==> config.mk <==
export PLATFORM = sky130hd
export DESIGN_NAME = layer_sequencer
export DESIGN_NICKNAME = d
export VERILOG_FILES = /design/src/rtl/seq_pkg.sv /design/src/rtl/ram_port_mux.sv /design/src/rtl/layer_sequencer.sv
export SDC_FILE = /design/constraint.sdc
export NUM_CORES = 1
export LEC_CHECK = 0
export BUFFER_PORTS_ARGS = -buffer_cell sky130_fd_sc_hd__buf_2
export CORE_UTILIZATION = 54
export DETAILED_ROUTE_END_ITERATION = 8
export PLACE_DENSITY = 0.95
export SYNTH_ARGS = -nofsm -noshare
export SYNTH_HDL_FRONTEND = slang
export SYNTH_SLANG_ARGS = --single-unit
==> constraint.sdc <==
create_clock -name clk -period 6.26 [get_ports clk]
set_clock_uncertainty 0.1 [all_clocks]
set_input_delay 0.939 -clock clk [delete_from_list [all_inputs] [get_ports clk]]
set_output_delay 0.939 -clock clk [all_outputs]
set_load 0.05 [all_outputs]
==> src/rtl/seq_pkg.sv <==
// Shared types and helpers for the CNN layer sequencer: FSM state encoding,
// default widths and small arithmetic/indexing helpers for the flattened buses.
package seq_pkg;

  typedef enum logic [2:0] {
    S_IDLE   = 3'd0,
    S_SELECT = 3'd1,
    S_START  = 3'd2,
    S_RUN    = 3'd3,
    S_DRAIN  = 3'd4,
    S_DONE   = 3'd5
  } state_e;

  localparam int DEF_NUM_LAYERS = 4;
  localparam int DEF_ADDR_W     = 16;
  localparam int DEF_DATA_W     = 8;
  localparam int DEF_TO_W       = 24;
  localparam int CNT_W          = 32;

  // Low bit of engine idx's field inside a flattened NUM_LAYERS*width bus.
  function automatic int slice_lo(input int idx, input int width);
    return idx * width;
  endfunction

  function automatic logic [CNT_W-1:0] sat_inc(input logic [CNT_W-1:0] v);
    return (&v) ? v : v + 1'b1;
  endfunction

endpackage

==> src/rtl/ram_port_mux.sv <==
// Routes the active engine's feature-map RAM ports onto the single shared RAM
// interface; everything is forced to zero when no engine holds the grant.
module ram_port_mux
  import seq_pkg::*;
#(
  parameter int NUM_LAYERS = DEF_NUM_LAYERS,
  parameter int ADDR_W     = DEF_ADDR_W,
  parameter int DATA_W     = DEF_DATA_W
) (
  input  logic                         grant_i,
  input  logic [NUM_LAYERS-1:0]        sel_oh_i,
  input  logic [NUM_LAYERS*ADDR_W-1:0] eng_addr_w_i,
  input  logic [NUM_LAYERS*DATA_W-1:0] eng_data_w_i,
  input  logic [NUM_LAYERS-1:0]        eng_en_i,
  input  logic [NUM_LAYERS-1:0]        eng_wea_i,
  input  logic [NUM_LAYERS*ADDR_W-1:0] eng_addr_r_i,
  input  logic [NUM_LAYERS-1:0]        eng_en_r_i,
  output logic [ADDR_W-1:0]            ram_addr_w_o,
  output logic [DATA_W-1:0]            ram_data_w_o,
  output logic                         ram_en_o,
  output logic                         ram_wea_o,
  output logic [ADDR_W-1:0]            ram_addr_r_o,
  output logic                         ram_en_r_o
);

  logic [ADDR_W-1:0] addr_w_arr [NUM_LAYERS];
  logic [DATA_W-1:0] data_w_arr [NUM_LAYERS];
  logic [ADDR_W-1:0] addr_r_arr [NUM_LAYERS];

  for (genvar gi = 0; gi < NUM_LAYERS; gi++) begin : g_unpack
    assign addr_w_arr[gi] = eng_addr_w_i[slice_lo(gi, ADDR_W) +: ADDR_W];
    assign data_w_arr[gi] = eng_data_w_i[slice_lo(gi, DATA_W) +: DATA_W];
    assign addr_r_arr[gi] = eng_addr_r_i[slice_lo(gi, ADDR_W) +: ADDR_W];
  end

  // sel_oh_i is one-hot, so at most one iteration drives the outputs.
  always_comb begin
    ram_addr_w_o = '0;
    ram_data_w_o = '0;
    ram_en_o     = 1'b0;
    ram_wea_o    = 1'b0;
    ram_addr_r_o = '0;
    ram_en_r_o   = 1'b0;
    for (int i = 0; i < NUM_LAYERS; i++) begin
      if (grant_i && sel_oh_i[i]) begin
        ram_addr_w_o = addr_w_arr[i];
        ram_data_w_o = data_w_arr[i];
        ram_en_o     = eng_en_i[i];
        ram_wea_o    = eng_wea_i[i];
        ram_addr_r_o = addr_r_arr[i];
        ram_en_r_o   = eng_en_r_i[i];
      end
    end
  end

endmodule

==> src/rtl/layer_sequencer.sv <==
// PL scheduler for the CNN accelerator: runs the enabled conv engines in index
// order, owns the shared feature-map RAM grant and reports status to the PS.
module layer_sequencer
  import seq_pkg::*;
#(
  parameter int NUM_LAYERS = DEF_NUM_LAYERS,
  parameter int ADDR_W     = DEF_ADDR_W,
  parameter int DATA_W     = DEF_DATA_W,
  parameter int TO_W       = DEF_TO_W
) (
  input  logic                         clk,
  input  logic                         rst,
  input  logic                         ps_start,
  input  logic [NUM_LAYERS-1:0]        layer_mask,
  input  logic [TO_W-1:0]              timeout_limit,
  output logic                         busy,
  output logic                         ps_done,
  output logic                         err_timeout,
  output logic [2:0]                   cur_layer,
  output logic [31:0]                  layer_cycles,
  output logic [31:0]                  total_cycles,
  output logic [NUM_LAYERS-1:0]        eng_start,
  input  logic [NUM_LAYERS-1:0]        eng_end,
  input  logic [NUM_LAYERS*ADDR_W-1:0] eng_ram_addr_w,
  input  logic [NUM_LAYERS*DATA_W-1:0] eng_ram_data_w,
  input  logic [NUM_LAYERS-1:0]        eng_ram_en,
  input  logic [NUM_LAYERS-1:0]        eng_ram_wea,
  input  logic [NUM_LAYERS*ADDR_W-1:0] eng_ram_addr_r,
  input  logic [NUM_LAYERS-1:0]        eng_ram_en_r,
  output logic [ADDR_W-1:0]            ram_addr_w,
  output logic [DATA_W-1:0]            ram_data_w,
  output logic                         ram_en,
  output logic                         ram_wea,
  output logic [ADDR_W-1:0]            ram_addr_r,
  output logic                         ram_en_r
);

  localparam int IDX_W = $clog2(NUM_LAYERS + 1);

  state_e                  state_q;
  logic [IDX_W-1:0]        idx_q;
  logic [NUM_LAYERS-1:0]   mask_q;
  logic [TO_W-1:0]         limit_q;
  logic [CNT_W-1:0]        cnt_q;
  logic                    busy_q;
  logic                    ps_done_q;
  logic                    err_q;
  logic [2:0]              cur_layer_q;
  logic [CNT_W-1:0]        layer_cycles_q;
  logic [CNT_W-1:0]        total_q;
  logic [NUM_LAYERS-1:0]   eng_start_q;

  logic [NUM_LAYERS-1:0]   sel_oh;
  logic                    mask_hit;
  logic                    end_hit;
  logic                    grant;
  logic                    wd_expired;

  for (genvar gi = 0; gi < NUM_LAYERS; gi++) begin : g_sel
    assign sel_oh[gi] = (idx_q == IDX_W'(gi));
  end

  assign mask_hit = |(mask_q & sel_oh);
  assign end_hit  = |(eng_end & sel_oh);
  assign grant    = (state_q == S_START) || (state_q == S_RUN) || (state_q == S_DRAIN);
  // Fires on the cycle whose closing edge brings the layer counter up to the limit.
  assign wd_expired = (limit_q != '0) &&
                      (({1'b0, cnt_q} + 33'd1) >= 33'(limit_q));

  always_ff @(posedge clk) begin
    if (rst) begin
      state_q        <= S_IDLE;
      idx_q          <= '0;
      mask_q         <= '0;
      limit_q        <= '0;
      cnt_q          <= '0;
      busy_q         <= 1'b0;
      ps_done_q      <= 1'b0;
      err_q          <= 1'b0;
      cur_layer_q    <= '0;
      layer_cycles_q <= '0;
      total_q        <= '0;
      eng_start_q    <= '0;
    end else begin
      eng_start_q <= '0;
      ps_done_q   <= 1'b0;
      if (state_q != S_IDLE) begin
        total_q <= sat_inc(total_q);
      end
      case (state_q)
        S_IDLE: begin
          if (ps_start) begin
            mask_q  <= layer_mask;
            limit_q <= timeout_limit;
            err_q   <= 1'b0;
            total_q <= 32'd1;
            busy_q  <= 1'b1;
            idx_q   <= '0;
            state_q <= S_SELECT;
          end
        end
        S_SELECT: begin
          if (idx_q == IDX_W'(NUM_LAYERS)) begin
            busy_q    <= 1'b0;
            ps_done_q <= 1'b1;
            state_q   <= S_DONE;
          end else if (mask_hit) begin
            cur_layer_q <= 3'(idx_q);
            eng_start_q <= sel_oh;
            state_q     <= S_START;
          end else begin
            idx_q <= idx_q + 1'b1;
          end
        end
        S_START: begin
          cnt_q   <= 32'd1;
          state_q <= S_RUN;
        end
        S_RUN, S_DRAIN: begin
          // The watchdog outranks a coincident end or end release.
          if (wd_expired) begin
            err_q     <= 1'b1;
            busy_q    <= 1'b0;
            ps_done_q <= 1'b1;
            state_q   <= S_DONE;
          end else begin
            cnt_q <= sat_inc(cnt_q);
            if (state_q == S_RUN) begin
              if (end_hit) begin
                layer_cycles_q <= cnt_q;
                state_q        <= S_DRAIN;
              end
            end else if (!end_hit) begin
              idx_q   <= idx_q + 1'b1;
              state_q <= S_SELECT;
            end
          end
        end
        S_DONE: begin
          state_q <= S_IDLE;
        end
        default: begin
          state_q <= S_IDLE;
        end
      endcase
    end
  end

  assign busy         = busy_q;
  assign ps_done      = ps_done_q;
  assign err_timeout  = err_q;
  assign cur_layer    = cur_layer_q;
  assign layer_cycles = layer_cycles_q;
  assign total_cycles = total_q;
  assign eng_start    = eng_start_q;

  ram_port_mux #(
    .NUM_LAYERS (NUM_LAYERS),
    .ADDR_W     (ADDR_W),
    .DATA_W     (DATA_W)
  ) u_ram_port_mux (
    .grant_i      (grant),
    .sel_oh_i     (sel_oh),
    .eng_addr_w_i (eng_ram_addr_w),
    .eng_data_w_i (eng_ram_data_w),
    .eng_en_i     (eng_ram_en),
    .eng_wea_i    (eng_ram_wea),
    .eng_addr_r_i (eng_ram_addr_r),
    .eng_en_r_i   (eng_ram_en_r),
    .ram_addr_w_o (ram_addr_w),
    .ram_data_w_o (ram_data_w),
    .ram_en_o     (ram_en),
    .ram_wea_o    (ram_wea),
    .ram_addr_r_o (ram_addr_r),
    .ram_en_r_o   (ram_en_r)
  );

endmodule

==> metrics <==
Post-Synth Simple-Gate Area=~28%; xor/xnor share of the synthesized area=3.48%; Final Cell Area=about 0.011 mm^2; via count=around 9,500; first-pass GRT wire length=roughly 43 mm; DP HPWL=just over 20 mm; Final Non-Filler Cells=between 1,500 and 2,000; I/O pin count=between 300 and 400; CP cell instances=nand4_2 -> nor3_1 -> and3_1 -> nand2b_1 -> nand2_1 -> ha_1 -> nand4_1 -> nor3_1 -> o311ai_0 -> a31oi_1 -> o211ai_1 -> nand3_1 -> o31a_1 -> a221o_1; H-tree levels=4; Initial Util=around 56%; slew of the pin with the lowest slew margin=1.26 ns; drt via density=a little under 6; Die Span X=about 130 um; Syn Area/Cell=~7.5 um^2; CP peak stage delay=0.98 ns; Filler Cell Count=1,160; top_reg_cell synth=dfxtp_1; drt wl/cell=roughly 18 um; Final setup viols=0; Post-synth EDFFs=0; fin worst setup slack=~1.2 ns; complex-gate fraction of the synthesized area=21.2%; cell repeated most along the worst path=nor3_1; slew margin rel.=approximately 16%; Max IR drop VDD=around 0.00019 V; Placed Cells=~1,600; Period Utilization, post-route=roughly four fifths; placed cell areas=0.0102 mm^2; CP max FO=31; Yosys reg bits=between 100 and 150; LEAKAGE=4.98 nW; number of antenna violations at the first check in global routing=2; Final Max Slew Viols=0; Mapped Area=~0.0086 mm^2; syn nets=1,372; data arrival time of the worst path=5.27 ns; Row Count=45; CTS root buf=clkbuf_16; Die ar.=~0.016 mm^2; post-route ant nets=0; gpl congestion=about 0.97; status=complete, no violations; critical path startpoint category=flip-flop; FMAX=about 0.20 GHz; Critical Path RT=around 6.5 ns; CTS tree=built; Max-Cap Viols=0; multiplexer share of the synthesized area=4.48%; drt pass-1 iters=6; Port Buf Inserts=about 320; final WL=roughly 29 mm; post-route core utilization=70.6%; commonest non-fill, non-tap cell in the layout=buf_2; highest-delay cell along the critical path=o31a_1; clock slew at reported path FFs=around 0.06 ns; number of buffers created by CTS=17; CTS Buffer Depth=2; post-route setup TNS=0 ns; critical path class=reg2reg; # clock sinks=140; asr flop ratio synth=0%; share of cells above drive strength 1=a little over a quarter; Multi-input gate area=approximately 0.0053 mm^2; Hold Vio Cnt, Final=0; most frequent cells in the layout=buf_2, nand2_1, dfxtp_1, o21ai_0; largest family of logic cells by synthesized area=simple AND/OR/NAND/NOR gates; worst skew pair latency=around 0.42 ns; sequential fraction of the synthesis area=about a third; register area=approximately 0.0028 mm^2; RSZ-0062 raised after global routing=false; drt initial violations=between 900 and 1,000; pwr/cell area=approximately 270 mW/mm^2; die height=~130 um; final net count=around 1,600; Post-Synth Adder-Cell Area=around 4.5%; post-synth cell types=62; fin crit period=5.01 ns; Worst Hold Class=reg2reg; cts repair resizes=0; vias in the first global route=about 8,600; gr usage total=roughly 33%; P&R area growth vs syn=26.5%; Hold Buf Count CTS=0; Mapped Cells=between 1,000 and 1,500; crit path capture type=flip-flop; # Post-CTS Setup Buffers=0; Synth Warn #=0; largest net degree at the start of global routing=87; Core ar.=0.0153 mm^2; drt drc=0; dpl ws=about 1.6 ns; GRT overflow=0
power by group:
part           total (mW)  internal (mW)  switching [mW]
clock network        1.06          0.662           0.400
logic               0.893          0.274           0.618
registers           0.998          0.940          0.0584
sequential cells by signal, summed over array words and instances, names as in the netlist, 3 cells and up:
name,count
cnt_q,32
layer_cycles,32
total_cycles,32
limit_q,24
eng_start,4
mask_q,4
cur_layer,3
idx_q,3
state_q,3
path summary, 6_finish.rpt:
kind                                           startpoint                   endpoint  cells after the start  slack, ns
worst max-delay path                cnt_q[0]$_SDFFE_PP0P_     cnt_q[28]$_SDFFE_PP0P_                     14       1.25
worst min register to register  cur_layer[2]$_SDFFE_PP0P_  cur_layer[2]$_SDFFE_PP0P_                      2       0.36
worst max register to register      cnt_q[0]$_SDFFE_PP0P_     cnt_q[28]$_SDFFE_PP0P_                     14       1.25
worst min-delay path            cur_layer[2]$_SDFFE_PP0P_  cur_layer[2]$_SDFFE_PP0P_                      2       0.36
final cells by class:
type                    instances  share of cell area [%]
clock inverters                12                    1.49
multi-input cells             883                    49.1
flip-flops and latches        140                    25.9
clock buffers                  20                    4.31
diodes                          2                  0.0463
inverters                      39                    1.35
well taps                     211                    2.44
repair buffers                329                    15.4
per-layer routing:
| metal | up-vias | part of all wire [%] | global-route usage, % |
|---|---|---|---|
| met3 | 129 | 9.5 | 8.93 |
| met2 | 552 | 47 | 56.7 |
| met5 | - | 0 | 0 |
| li1 | 4517 | - | - |
| met4 | 0 | 5.4 | 19.2 |
| met1 | 4337 | 38 | 37.9 |
worst max-delay path, delay by kind of cell, from the launching register on:
family,cells,cell delay [ns]
simple gates,8,2.18
compound gates,5,1.91
flops,1,0.47
fa+ha+maj,1,0.28
kinds of logic (layout without fill, tap and decap cells):
kind of cell | Yosys count | after routing
AND/OR/NAND/NOR | 486 | 486
AO/OA/AOI/OAI | 294 | 294
flip-flops | 140 | 140
buffers and inverters | 111 | 400
multiplexers | 38 | 38
XOR/XNOR | 34 | 34
adder cells (fa/ha/maj) | 31 | 31
other | 0 | 2
per-stage QoR:
step | hold WS, ns | total power, mW
2_1_floorplan | 0.336 | 1.64
3_3_place_gp | 0.343 | 1.87
3_5_place_dp | 0.354 | 1.89
4_1_cts | 0.363 | 2.93
5_1_grt | 0.382 | 3.07
6_report | 0.362 | 2.95
cells in the mapped netlist (all sizes together) (5+ instances only):
cell | n | share of area (%)
or2b | 5 | 0.44
nand2 | 199 | 8.7
and3 | 21 | 1.5
nor4 | 11 | 0.80
inv | 39 | 1.7
xnor2 | 19 | 1.9
ha | 31 | 4.5
buf | 16 | 1.2
a211oi | 5 | 0.50
nor2 | 61 | 2.7
mux2i | 36 | 4.2
nor3 | 17 | 1.2
o21ai | 113 | 6.6
dfxtp | 140 | 33
and2 | 9 | 0.66
xor2 | 15 | 1.5
nand3 | 26 | 1.6
a22o | 12 | 1.2
a21o | 21 | 1.8
nand4 | 20 | 1.6
clkbuf | 56 | 2.5
nor2b | 8 | 0.59
a21oi | 71 | 4.2
nand2b | 71 | 5.2
a22oi | 43 | 3.8
or3 | 21 | 1.5
Power figures use the tool's default switching activity.
